--- src/rtl/debounced_multi_shot.sv ---
// debounced_multi_shot
//   Multi-channel key conditioner. Each channel polarity-normalises a raw
//   button input, passes it through a 2-flop synchroniser, debounces it and
//   emits a fixed-width pulse per press, with optional auto-repeat while held.
//   Channels are fully independent.
//
// Ports
//   clk     in  1         system clock
//   rst     in  1         asynchronous reset, active low
//   raw_in  in  CHANNELS  asynchronous button inputs (polarity per ACTIVE_LOW)
//   rep_en  in  CHANNELS  per-channel auto-repeat enable (synchronous)
//   q       out CHANNELS  per-channel pulse output, active high
//   held    out CHANNELS  per-channel debounced level, 1 = asserted
module debounced_multi_shot #(
  parameter int CHANNELS        = 4,
  parameter int ACTIVE_LOW      = 1,
  parameter int DEBOUNCE_CYCLES = 1000,
  parameter int PULSE_CYCLES    = 1,
  parameter int REPEAT_DELAY    = 50000,
  parameter int REPEAT_PERIOD   = 12500
) (
  input  logic                clk,
  input  logic                rst,
  input  logic [CHANNELS-1:0] raw_in,
  input  logic [CHANNELS-1:0] rep_en,
  output logic [CHANNELS-1:0] q,
  output logic [CHANNELS-1:0] held
);

  if (CHANNELS < 1 || DEBOUNCE_CYCLES < 1 || PULSE_CYCLES < 1 ||
      REPEAT_DELAY <= PULSE_CYCLES || REPEAT_PERIOD <= PULSE_CYCLES) begin : g_param_error
    $error("debounced_multi_shot: illegal parameter combination");
  end

  localparam int DB_W    = $clog2(DEBOUNCE_CYCLES + 1);
  localparam int REP_MAX = (REPEAT_DELAY > REPEAT_PERIOD) ? REPEAT_DELAY : REPEAT_PERIOD;
  localparam int PH_W    = $clog2(REP_MAX + 1);

  localparam logic            INVERT      = (ACTIVE_LOW != 0);
  localparam logic [DB_W-1:0] DB_LAST     = DB_W'(DEBOUNCE_CYCLES - 1);
  localparam logic [PH_W-1:0] PH_SAT      = PH_W'(REP_MAX);
  localparam logic [PH_W-1:0] PULSE_LAST  = PH_W'(PULSE_CYCLES - 1);
  localparam logic [PH_W-1:0] DELAY_LAST  = PH_W'(REPEAT_DELAY - 1);
  localparam logic [PH_W-1:0] PERIOD_LAST = PH_W'(REPEAT_PERIOD - 1);

  typedef enum logic [1:0] {
    IDLE      = 2'd0,
    PULSE     = 2'd1,
    HOLD_WAIT = 2'd2,
    REPEAT    = 2'd3
  } state_t;

  for (genvar c = 0; c < CHANNELS; c++) begin : g_ch
    logic            raw_norm;
    logic            sync1, sync2;
    logic            held_r;
    logic [DB_W-1:0] db_cnt;
    state_t          state, state_nx;
    logic [PH_W-1:0] phase, phase_nx;
    // Selects REPEAT_DELAY (first repeat after a press) or REPEAT_PERIOD.
    logic            first, first_nx;

    assign raw_norm = raw_in[c] ^ INVERT;

    // Synchroniser and debouncer. The counter only runs while the
    // synchronised level disagrees with held, so it never exceeds DB_LAST.
    always_ff @(posedge clk or negedge rst) begin
      // NOTE: every sequential block resets asynchronously and uses only
      // non-blocking assignments so all flops update from pre-edge values.
      if (!rst) begin
        sync1  <= 1'b0;
        sync2  <= 1'b0;
        held_r <= 1'b0;
        db_cnt <= '0;
      end else begin
        sync1 <= raw_norm;
        sync2 <= sync1;
        if (sync2 == held_r) begin
          db_cnt <= '0;
        end else if (db_cnt == DB_LAST) begin
          held_r <= ~held_r;
          db_cnt <= '0;
        end else begin
          db_cnt <= db_cnt + DB_W'(1);
        end
      end
    end

    always_ff @(posedge clk or negedge rst) begin
      if (!rst) begin
        state <= IDLE;
        phase <= '0;
        first <= 1'b0;
      end else begin
        state <= state_nx;
        phase <= phase_nx;
        first <= first_nx;
      end
    end

    // Phase counts edges since the current pulse start (or since repeat was
    // re-enabled); it saturates rather than wrapping.
    always_comb begin
      // NOTE: defaults first, so every path assigns every output and no
      // latch is inferred.
      state_nx = state;
      first_nx = first;
      phase_nx = (phase == PH_SAT) ? phase : phase + PH_W'(1);
      unique case (state)
        IDLE: begin
          if (held_r) begin
            state_nx = PULSE;
            phase_nx = '0;
            first_nx = 1'b1;
          end
        end
        PULSE: begin
          // Pulses always run to completion, whatever held does meanwhile.
          if (phase == PULSE_LAST) begin
            if (!held_r)        state_nx = IDLE;
            else if (rep_en[c]) state_nx = REPEAT;
            else                state_nx = HOLD_WAIT;
          end
        end
        REPEAT: begin
          if (!held_r) begin
            state_nx = IDLE;
          end else if (!rep_en[c]) begin
            state_nx = HOLD_WAIT;
          end else if (phase == (first ? DELAY_LAST : PERIOD_LAST)) begin
            state_nx = PULSE;
            phase_nx = '0;
            first_nx = 1'b0;
          end
        end
        HOLD_WAIT: begin
          // Re-enabling repeat here restarts the phase with the short period.
          first_nx = 1'b0;
          if (!held_r) begin
            state_nx = IDLE;
          end else if (rep_en[c]) begin
            state_nx = REPEAT;
            phase_nx = '0;
          end
        end
        default: state_nx = IDLE;
      endcase
    end

    // Decoded straight from the state register so reset clears q at once.
    assign q[c]    = (state == PULSE);
    assign held[c] = held_r;
  end

endmodule

--- config.mk ---
export PLATFORM = sky130hd
export DESIGN_NAME = debounced_multi_shot
export DESIGN_NICKNAME = d
export VERILOG_FILES = /design/src/rtl/debounced_multi_shot.sv
export SDC_FILE = /design/constraint.sdc
export NUM_CORES = 1
export LEC_CHECK = 0
export CAP_MARGIN = 25
export CORE_ASPECT_RATIO = 0.7
export CORE_MARGIN = 3
export CORE_UTILIZATION = 59
export DETAILED_ROUTE_END_ITERATION = 16
export PLACE_DENSITY_LB_ADDON = 0.08
export SLEW_MARGIN = 20
export SYNTH_ARGS = -nofsm -noshare
export SYNTH_HDL_FRONTEND = slang
export SYNTH_SLANG_ARGS = --single-unit
--- constraint.sdc ---
create_clock -name clk -period 1.95 [get_ports clk]
set_input_delay 0.4875 -clock clk [delete_from_list [all_inputs] [get_ports clk]]
set_output_delay 0.4875 -clock clk [all_outputs]
set_load 0.005 [all_outputs]
# Word level (Yosys, flattened, before mapping)
# Index checks and enable logic that the tools add are counted.
[classes]
addsub = 8
multipliers = 0
div_mod_pow = 0
magnitude_cmp = 0
eq_ne = 56
n_shift = 0
muxes = 104
bitwise_logic = 12
n_reduce_logical = 24
[op_table]
columns = ["operator", "n"]
rows = [
  ["2-to-1 mux 16 bit", 32],
  ["one-hot mux 16 bit (3 select lines)", 4],
  ["2-to-1 mux 10 bit", 8],
  ["adder 16 x 1 -> 16 bit, second input constant", 4],
  ["== test 16 bit", 4],
  ["== test 16 bit, second input constant", 4],
  ["logical NOT 16 bit", 4],
  ["2-to-1 mux 2 bit", 32],
  ["adder 10 x 1 -> 10 bit, second input constant", 4],
  ["== test 10 bit, second input constant", 4],
  ["inequality test 2 bit, second input constant", 16],
  ["one-hot mux 2 bit (4 select lines)", 4],
  ["2-to-1 mux 1 bit", 20],
  ["AND reduction 5 bit", 4],
  ["== test 2 bit, second input constant", 8],
  ["inequality test 4 bit, second input constant", 4],
  ["AND reduction 4 bit", 4],
  ["inequality test 3 bit, second input constant", 4],
  ["inverter 1 bit", 12],
  ["one-hot mux 1 bit (3 select lines)", 4],
  ["nonzero test 3 bit", 4],
  ["== test 2 x 1 -> 1 bit, second input constant", 4],
  ["logical NOT 2 bit", 4],
  ["inequality test 2 x 1 -> 1 bit, second input constant", 4],
  ["2 further kinds", 8],
]
[totals]
reg_bits = 128
latch_bits = 0
ram_bits = 0
mem_bits_ro = 0
out_inout_bits = 8
elab_cells = 232
memories = 0

# Longest topological paths before layout
# Gate-level depths: netlist (run 1).
[depth]
depth_word = 6
mapped_depth = 7

# Worst setup path after synthesis (run 1)
# Ideal clock, no wire load.
[synth_path]
path_type = "register to register"
startpoint = "register g_ch[2].phase[14]"
endpoint = "register g_ch[2].phase[11]"
setup_time_ns = 0.119
arrival_ns = 1.584
t_required_ns = 1.831
path_slack_ns = 0.247
stages_incl_launch_ff = 7
synth_period_minus_slack_ns = 1.703
path_cell_list = "dfrtp_1 -> or4_4 -> nor3_2 -> o21ai_2 -> o21ai_4 -> buf_6 -> nor2_1"
[synth_between]
elab_chain_len = 6
word_cells_on_any_way = 10
[synth_rtl]
columns = ["element", "line_no", "text"]
rows = [
  ["from (decl)", "59", "logic [PH_W-1:0] phase, phase_nx;"],
  ["from (signal assigned)", "96", "phase <= phase_nx;"],
  ["== test 16 bit", "108", "phase_nx = (phase == PH_SAT) ? phase : phase + PH_W'(1);"],
  ["2-to-1 mux 16 bit", "108", ""],
  ["2-to-1 mux 16 bit", "130", "end else if (phase == (first ? DELAY_LAST : PERIOD_LAST)) begin"],
  ["2-to-1 mux 16 bit", "128", "end else if (!rep_en[c]) begin"],
  ["2-to-1 mux 16 bit", "126", "if (!held_r) begin"],
  ["one-hot mux 16 bit (3 select lines) (*)", "109", "unique case (state)"],
  ["via g_ch[2].phase_nx[11]", "59", ""],
]
# The timed path passes the listed nets; every way through them passes the cells marked *.
# A chain may end at the register's enable or synchronous reset.

# Worst setup path in the final report (run 1)
[layout_path]
startpoint = "register g_ch[3].held_r"
endpoint = "output port held[3]"
[layout_rtl]
columns = ["element", "line_no", "text"]
rows = [
  ["from (decl)", "56", "logic held_r;"],
  ["from (signal assigned)", "81", "held_r <= ~held_r;"],
  ["to (decl)", "27", "output logic [CHANNELS-1:0] held"],
]
# No word-level cell between the ends.

==> summary.md, run 1 <==
| Metric | Value |
|---|---|
| Worst Tran Pin Value | 0.560 ns |
| Number of synthesized flops with an enable pin | 0 |
| Post-synth net total | 692 |
| Power per cell area | 826 nW/um^2 |
| P_leak | 3.35 nW |
| Final net count | 738 |
| Kind of cell adding the most delay to the critical path | buffers and inverters |
| DRT antenna net count | 0 |
| Clk sinks | 128 |
| Main synth FF type | dfrtp_1 |
| Total track usage | 0.225 |
| Avg Inst Size Synth | 9.61 um^2 |
| Met1 usage | 0.326 |
| Critical path class | flip-flop to output port |
| Global route overflow | 0 |
| Synthesized flop and latch total | 128 |
| Root Buffer | clkbuf_16 |
| Filler instances | 773 |
| Max_cap viols | 0 |
| Final wirelength | 12700 um |
| Clock Path Buffers | 2 |
| Slew margin rel. | 0.627 |
| Final setup viols | 0 |
| Syn Inst Count | 670 |
| Initial antenna violation count | 0 |
| Register Area | 3210 um^2 |
| Vias in the first global route | 4714 |
| Dpl ws | 0.0877 ns |
| Diode count | 0 |
| IO buf count | 17 |
| Async set-reset flop share out of synthesis | 1.00 |
| Final period util | 0.973 |
| Chip width | 131 um |
| Critical Path AT | 1.41 ns |
| Status | complete, no violations |
| First-pass GRT wire length | 22000 um |
| Std cell rows | 31 |
| I/O Pins | 18 |
| Worst Skew | 0.00531 ns |
| Met2 Track Usage GR | 0.335 |
| Element type at the critical path end | output port |
| Finished Layout Cells | 860 |
| Final Hold Vio Count | 0 |
| Required time of the critical path | 1.46 ns |
| Reg-to-Reg Start | g_ch[0].phase[13] |
| Total number of vias | 4808 |
| CTS tree | yes |
| DP Cell Count | 822 |
| Layer with the highest usage | met2 |
| Slew Viols, Final | 0 |
| Fmax | 527 MHz |
| Count leader, synth | dfrtp_1 |
| Reg-to-Reg End | g_ch[0].phase[6] |
| Post-Syn Area | 6440 um^2 |
| Setup WS post-layout | 0.0530 ns |
| Worst-Skew Late Latency | 0.41 ns |
| Die H | 93.4 um |
| Clock buffer count from CTS | 17 |
| Area Growth Syn to Fin | 17.8% |
| Synth top cells by count | 128 x dfrtp_1, 125 x nor2_1, 59 x nand2_1, 50 x xnor2_1, 43 x xor2_1 |
| Drt initial violations | 312 |
| Seq/Total Area, Yosys | 0.498 |
| H-tree depth | 4 |
| Multi-input combinational cell area | 3050 um^2 |
| First-pass DRT Iterations | 4 |
| Die area | 12200 um^2 |
| Largest net degree at the start of global routing | 82 |
| Core Box Area | 10500 um^2 |
| WL per Instance | 14.8 um |
| Fin util | 0.724 |
| Routability cong. | 0.858 |
| Met3 Usage GRT | 0.0588 |
| WP buf/inv | 1 |
| Max VDD drop | 0.000625 V |
| Max stage delay cell, worst path | clkdlybuf4s50_1 |
| FF-to-FF setup slack | 0.13 ns |
| Worst setup SP type | flip-flop |
| Crit-path max FO | 9 |
| Worst-path cell chain | clkdlybuf4s50_1 |
| DRC | 0 |
| Post-route minimum period | 1.90 ns |
| Clk slew on worst S/H paths | 0.06 ns |
| Area fraction of the dominant cell type after synthesis | 0.498 |
| Ys Warns | 0 |
| Crit-path max cell delay | 0.54 ns |
| HPWL after DPL | 8360 um |
| Layout cells sized above 1 | 0.107 |
| Synth unique cells | 52 |
| Via/cell ratio | 5.59 |
| Top cell type by total area after synthesis | dfrtp_1 |
| Initial Util | 0.615 |
| Top cells by area, synth | dfrtp_1 50%, nor2_1 7.3%, xnor2_1 6.8% |
| R2r worst-path depth | 6 |
| Min-delay worst type | primary input to async pin |
==> power by group <==
part | switching [mW] | internal, mW | total, mW | leakage (nW)
sequential | 0.0197 | 2.69 | 2.71 | 1.69
combinational | 0.0839 | 0.0444 | 0.128 | 1.36
clock | 1.17 | 2.26 | 3.43 | 0.301
total | 1.27 | 4.99 | 6.26 | 3.35
==> cell families after synthesis <==
kind of cell,Yosys count,synth area share
AND/OR/NAND/NOR,349,0.271
flip-flops,128,0.498
XOR/XNOR,93,0.127
buffers and inverters,46,0.0336
AO/OA/AOI/OAI,37,0.0391
adder cells (fa/ha/maj),12,0.0233
multiplexers,5,0.00875
==> timing repair <==
item,CTS,global route
setup buffers,7,0
resized for setup,3,9
hold buffers,0,0
endpoints found under the setup margin,5,37
==> placed cells by master (no fill, tap or decap), types with 3 or more instances in the layout <==
cell type        Yosys  final
nor2_1             125    125
nand4_1             14     14
nand2b_1             4      4
nor2b_1             10      8
clkinvlp_4           0      4
clkdlybuf4s50_1      0     13
mux2_2               5      5
clkbuf_16            0     17
dfrtp_2              0      4
or4_1                6      6
xor2_1              43     43
nor4_1               6      6
nor3_1              23     23
nor3b_1              3      3
a21oi_1             10     10
o21ai_0             10     10
buf_12               0      4
and4b_1              3      3
dfrtp_1            128    124
inv_1               32     32
and3_1              25     25
ha_1                12     12
xnor2_1             50     50
bufinv_16            0      5
o22ai_1              3      3
and2_1               6      6
buf_4                6     21
clkinv_4             0      3
nand2_1             59     59
nand3_1             38     38
and4_1               9      9
==> state kept, by name, indices dropped and copies added, names as in the netlist <==
name,count
g_ch.phase,64
g_ch.db_cnt,40
g_ch.state,8
g_ch.first,4
g_ch.held_r,4
g_ch.sync1,4
g_ch.sync2,4
==> final cells by class <==
type,instances,share of cell area
sequential,128,0.423
tap,132,0.0218
clock inverter,14,0.0285
multi-input combinational,496,0.402
inverter,32,0.0158
timing repair buffer,41,0.0530
clock buffer,17,0.0561
==> per-stage QoR <==
step | setup TNS (ns) | hold WS (ns) | power [mW] | cell area [um^2]
detailed placement | 0 | 0.340 | 2.88 | 6850
global route | -0.000540 | 0.115 | 6.49 | 7580
floorplan | 0 | 0.192 | 2.79 | 6440
finish | 0 | 0.0911 | 6.26 | 7580
global placement | 0 | 0.332 | 2.88 | 6850
CTS | 0 | 0.109 | 6.32 | 7550
==> how the worst max path moves through the flow <==
stage                           start                end  slack (ns)  cells past startpoint
floorplan           g_ch[2].phase[14]  g_ch[2].phase[11]        0.25                      6
global placement    g_ch[0].phase[13]  g_ch[0].phase[10]        0.13                      6
detailed placement  g_ch[0].phase[13]   g_ch[0].phase[6]        0.09                      6
CTS                    g_ch[1].held_r            held[1]       0.008                      1
global route           g_ch[3].held_r            held[3]     -0.0005                      1
finish                 g_ch[3].held_r            held[3]        0.05                      1
==> worst register-to-register path: stages (launching register included) <==
cell	delay [ns]
dfrtp_1	0.45
nor4bb_2	0.40
nand4bb_1	0.20
a211oi_2	0.27
a21bo_1	0.18
buf_12	0.14
nor2_1	0.06
==> routing by layer <==
layer,share of wire,vias to the layer above
li1,-,2353
met1,0.50,2359
met4,0.0091,0
met2,0.45,84
met3,0.039,12
met5,0,-
(Power assumes the default switching activity.)
==> run 2: changes to the inputs <==
--- a/config.mk
+++ b/config.mk
@@ -7,7 +7,6 @@
 export LEC_CHECK = 0
 export CAP_MARGIN = 25
 export CORE_ASPECT_RATIO = 0.7
-export CORE_MARGIN = 3
 export CORE_UTILIZATION = 59
 export DETAILED_ROUTE_END_ITERATION = 16
 export PLACE_DENSITY_LB_ADDON = 0.08
==> summary.md, run 2 (synthesis gave the netlist of run 1 again) <==
| Metric | Value |
|---|---|
| Final setup viols | 0 |
| Critical path endpoint | q[0] |
| Diode count | 0 |
| Die H | 89.4 um |
| Die area | 11300 um^2 |
| Global route overflow | 0 |
| Most common cell after layout, fill and taps aside | nor2_1 |
| IO buf count | 17 |
| Clock Path Buffers | 2 |
| Routability cong. | 0.826 |
| Comb power frac | 0.021 |
| Largest register FFs | 64 |
| Chip width | 127 um |
| Critical Path AT | 1.40 ns |
| Crit. Startpoint | g_ch[0].state[1] |
| Fin Hold WS | 0.347 ns |
| Net Switching | 1.30 mW |
| Clk sinks | 128 |
| I/O Pins | 18 |
| First-pass GRT wire length | 21600 um |
| Via/cell ratio | 5.49 |
| Worst Tran Pin Value | 0.458 ns |
| Post-route setup TNS | 0 ns |
| Crit-path max cell delay | 0.50 ns |
| Root Buffer | clkbuf_16 |
| Final Hold Vio Count | 0 |
| Flop pwr share | 0.436 |
| Slew margin rel. | 0.694 |
| CTS tree | yes |
| Int Power | 4.91 mW |
| Final wirelength | 12400 um |
| Largest regs | g_ch.phase (64), g_ch.db_cnt (40), g_ch.state (8) |
| R2r worst-path depth | 5 |
| Core Box Area | 10500 um^2 |
| Clock power frac | 0.543 |
| Crit-path max FO | 2 |
| Area Growth Syn to Fin | 17.1% |
| Slew Viols, Final | 0 |
| DRC | 0 |
| Setup WS post-layout | 0.0654 ns |
| Element type at the critical path end | output port |
| Reg-to-Reg End | g_ch[3].phase[15] |
| Power Total | 6.21 mW |
| HPWL after DPL | 8110 um |
| Fmax | 531 MHz |
| Worst-Skew Late Latency | 0.41 ns |
| Largest net degree at the start of global routing | 58 |
| Status | complete, no violations |
| Total number of vias | 4728 |
| Worst setup SP type | flip-flop |
| H-tree depth | 4 |
| DRT antenna net count | 0 |
| Clock buffer count from CTS | 17 |
| WL per Instance | 14.4 um |
| Max_cap viols | 0 |
| Dpl ws | 0.0864 ns |
| Final net count | 738 |
| Initial Util | 0.615 |
| Critical path depth | 2 |
| Clk slew on worst S/H paths | 0.06 ns |
| Post-route minimum period | 1.88 ns |
| FF-to-FF setup slack | 0.12 ns |
| Most frequent cells in the layout | 125 x nor2_1, 124 x dfrtp_1, 59 x nand2_1, 50 x xnor2_1, 43 x xor2_1 |
| Critical path class | flip-flop to output port |
| Final period util | 0.966 |
| Min-delay worst type | flip-flop to flip-flop |
| WP buf/inv | 1 |
| Max stage delay cell, worst path | clkdlybuf4s50_1 |
| RSZ-0062 raised after global routing | no |
| Kind of cell adding the most delay to the critical path | buffers and inverters |
| Power per cell area | 823 nW/um^2 |
| Layout cells sized above 1 | 0.106 |
| Total track usage | 0.244 |
| Worst-path cell chain | nor2b_1 > clkdlybuf4s50_1 |
| Vias in the first global route | 4639 |
| Max VDD drop | 0.000646 V |
| Std cell rows | 31 |
| Initial antenna violation count | 0 |
| Drt initial violations | 279 |
| Required time of the critical path | 1.46 ns |
| P_leak | 3.31 nW |
| First-pass DRT Iterations | 4 |
| Worst Skew | 0.00633 ns |
| Sw Share | 0.210 |
| Reg with most FFs | g_ch.phase |
| Reg-to-Reg Start | g_ch[3].phase[15] |
-- run 2: changes by cell type in the layout (fill, tap and decap cells not counted), moves of 2 or more --
cell,delta
dlymetal6s2s_1,-2
clkinv_4,-3
inv_6,+2
dlygate4sd2_1,+2
-- run 2: power groups by stage --
stage | Clock (mW) | Sequential, mW | Combinational (mW)
2_1_floorplan | 0 | 2.75 | 0.0433
3_3_place_gp | 0 | 2.75 | 0.131
3_5_place_dp | 0 | 2.75 | 0.135
4_1_cts | 3.43 | 2.70 | 0.138
5_1_grt | 3.56 | 2.71 | 0.157
6_report | 3.37 | 2.70 | 0.133
-- run 2: worst min path at each step --
stage	startpoint	endpoint	cells after the start
floorplan	rst	g_ch[0].db_cnt[0]	0
global placement	rst	g_ch[0].db_cnt[8]	1
global route	g_ch[2].sync1	g_ch[2].sync2	0
detailed placement	rst	g_ch[0].db_cnt[8]	1
finish	g_ch[0].sync1	g_ch[0].sync2	0
CTS	g_ch[0].sync1	g_ch[0].sync2	0
-- run 2: layout make-up --
cell class | count | area [um^2]
multi-input cells | 496 | 3040
clock inverters | 13 | 185
well taps | 132 | 165
repair buffers | 41 | 384
flip-flops and latches | 128 | 3210
fillers | 766 | 2930
inverters | 32 | 120
clock buffers | 19 | 443
-- run 2: timing repair --
action | 4_1_cts | 5_1_grt
hold buffers | 1 | 0
resized for setup | 7 | 4
buffers inserted | 9 | 0
endpoints found under the hold margin | 3 | 0
setup endpoints to repair | 5 | 34
-- run 2: through the flow --
stage / instance area [um^2] / std cells / utilization
after floorplan: 6440 / 670 / -
after global placement: 6820 / 819 / 0.651
after detailed placement: 6820 / 819 / 0.651
after CTS: 7530 / 861 / 0.719
after global routing: 7540 / 861 / 0.720
final: 7540 / 861 / 0.720
-- run 2: metal layers --
metal | track usage | vias up | part of all wire
met5 | 0 | - | 0
met4 | 0.0628 | 0 | 0.0072
met3 | 0.0658 | 10 | 0.037
met2 | 0.384 | 80 | 0.46
met1 | 0.338 | 2290 | 0.50
li1 | - | 2348 | -
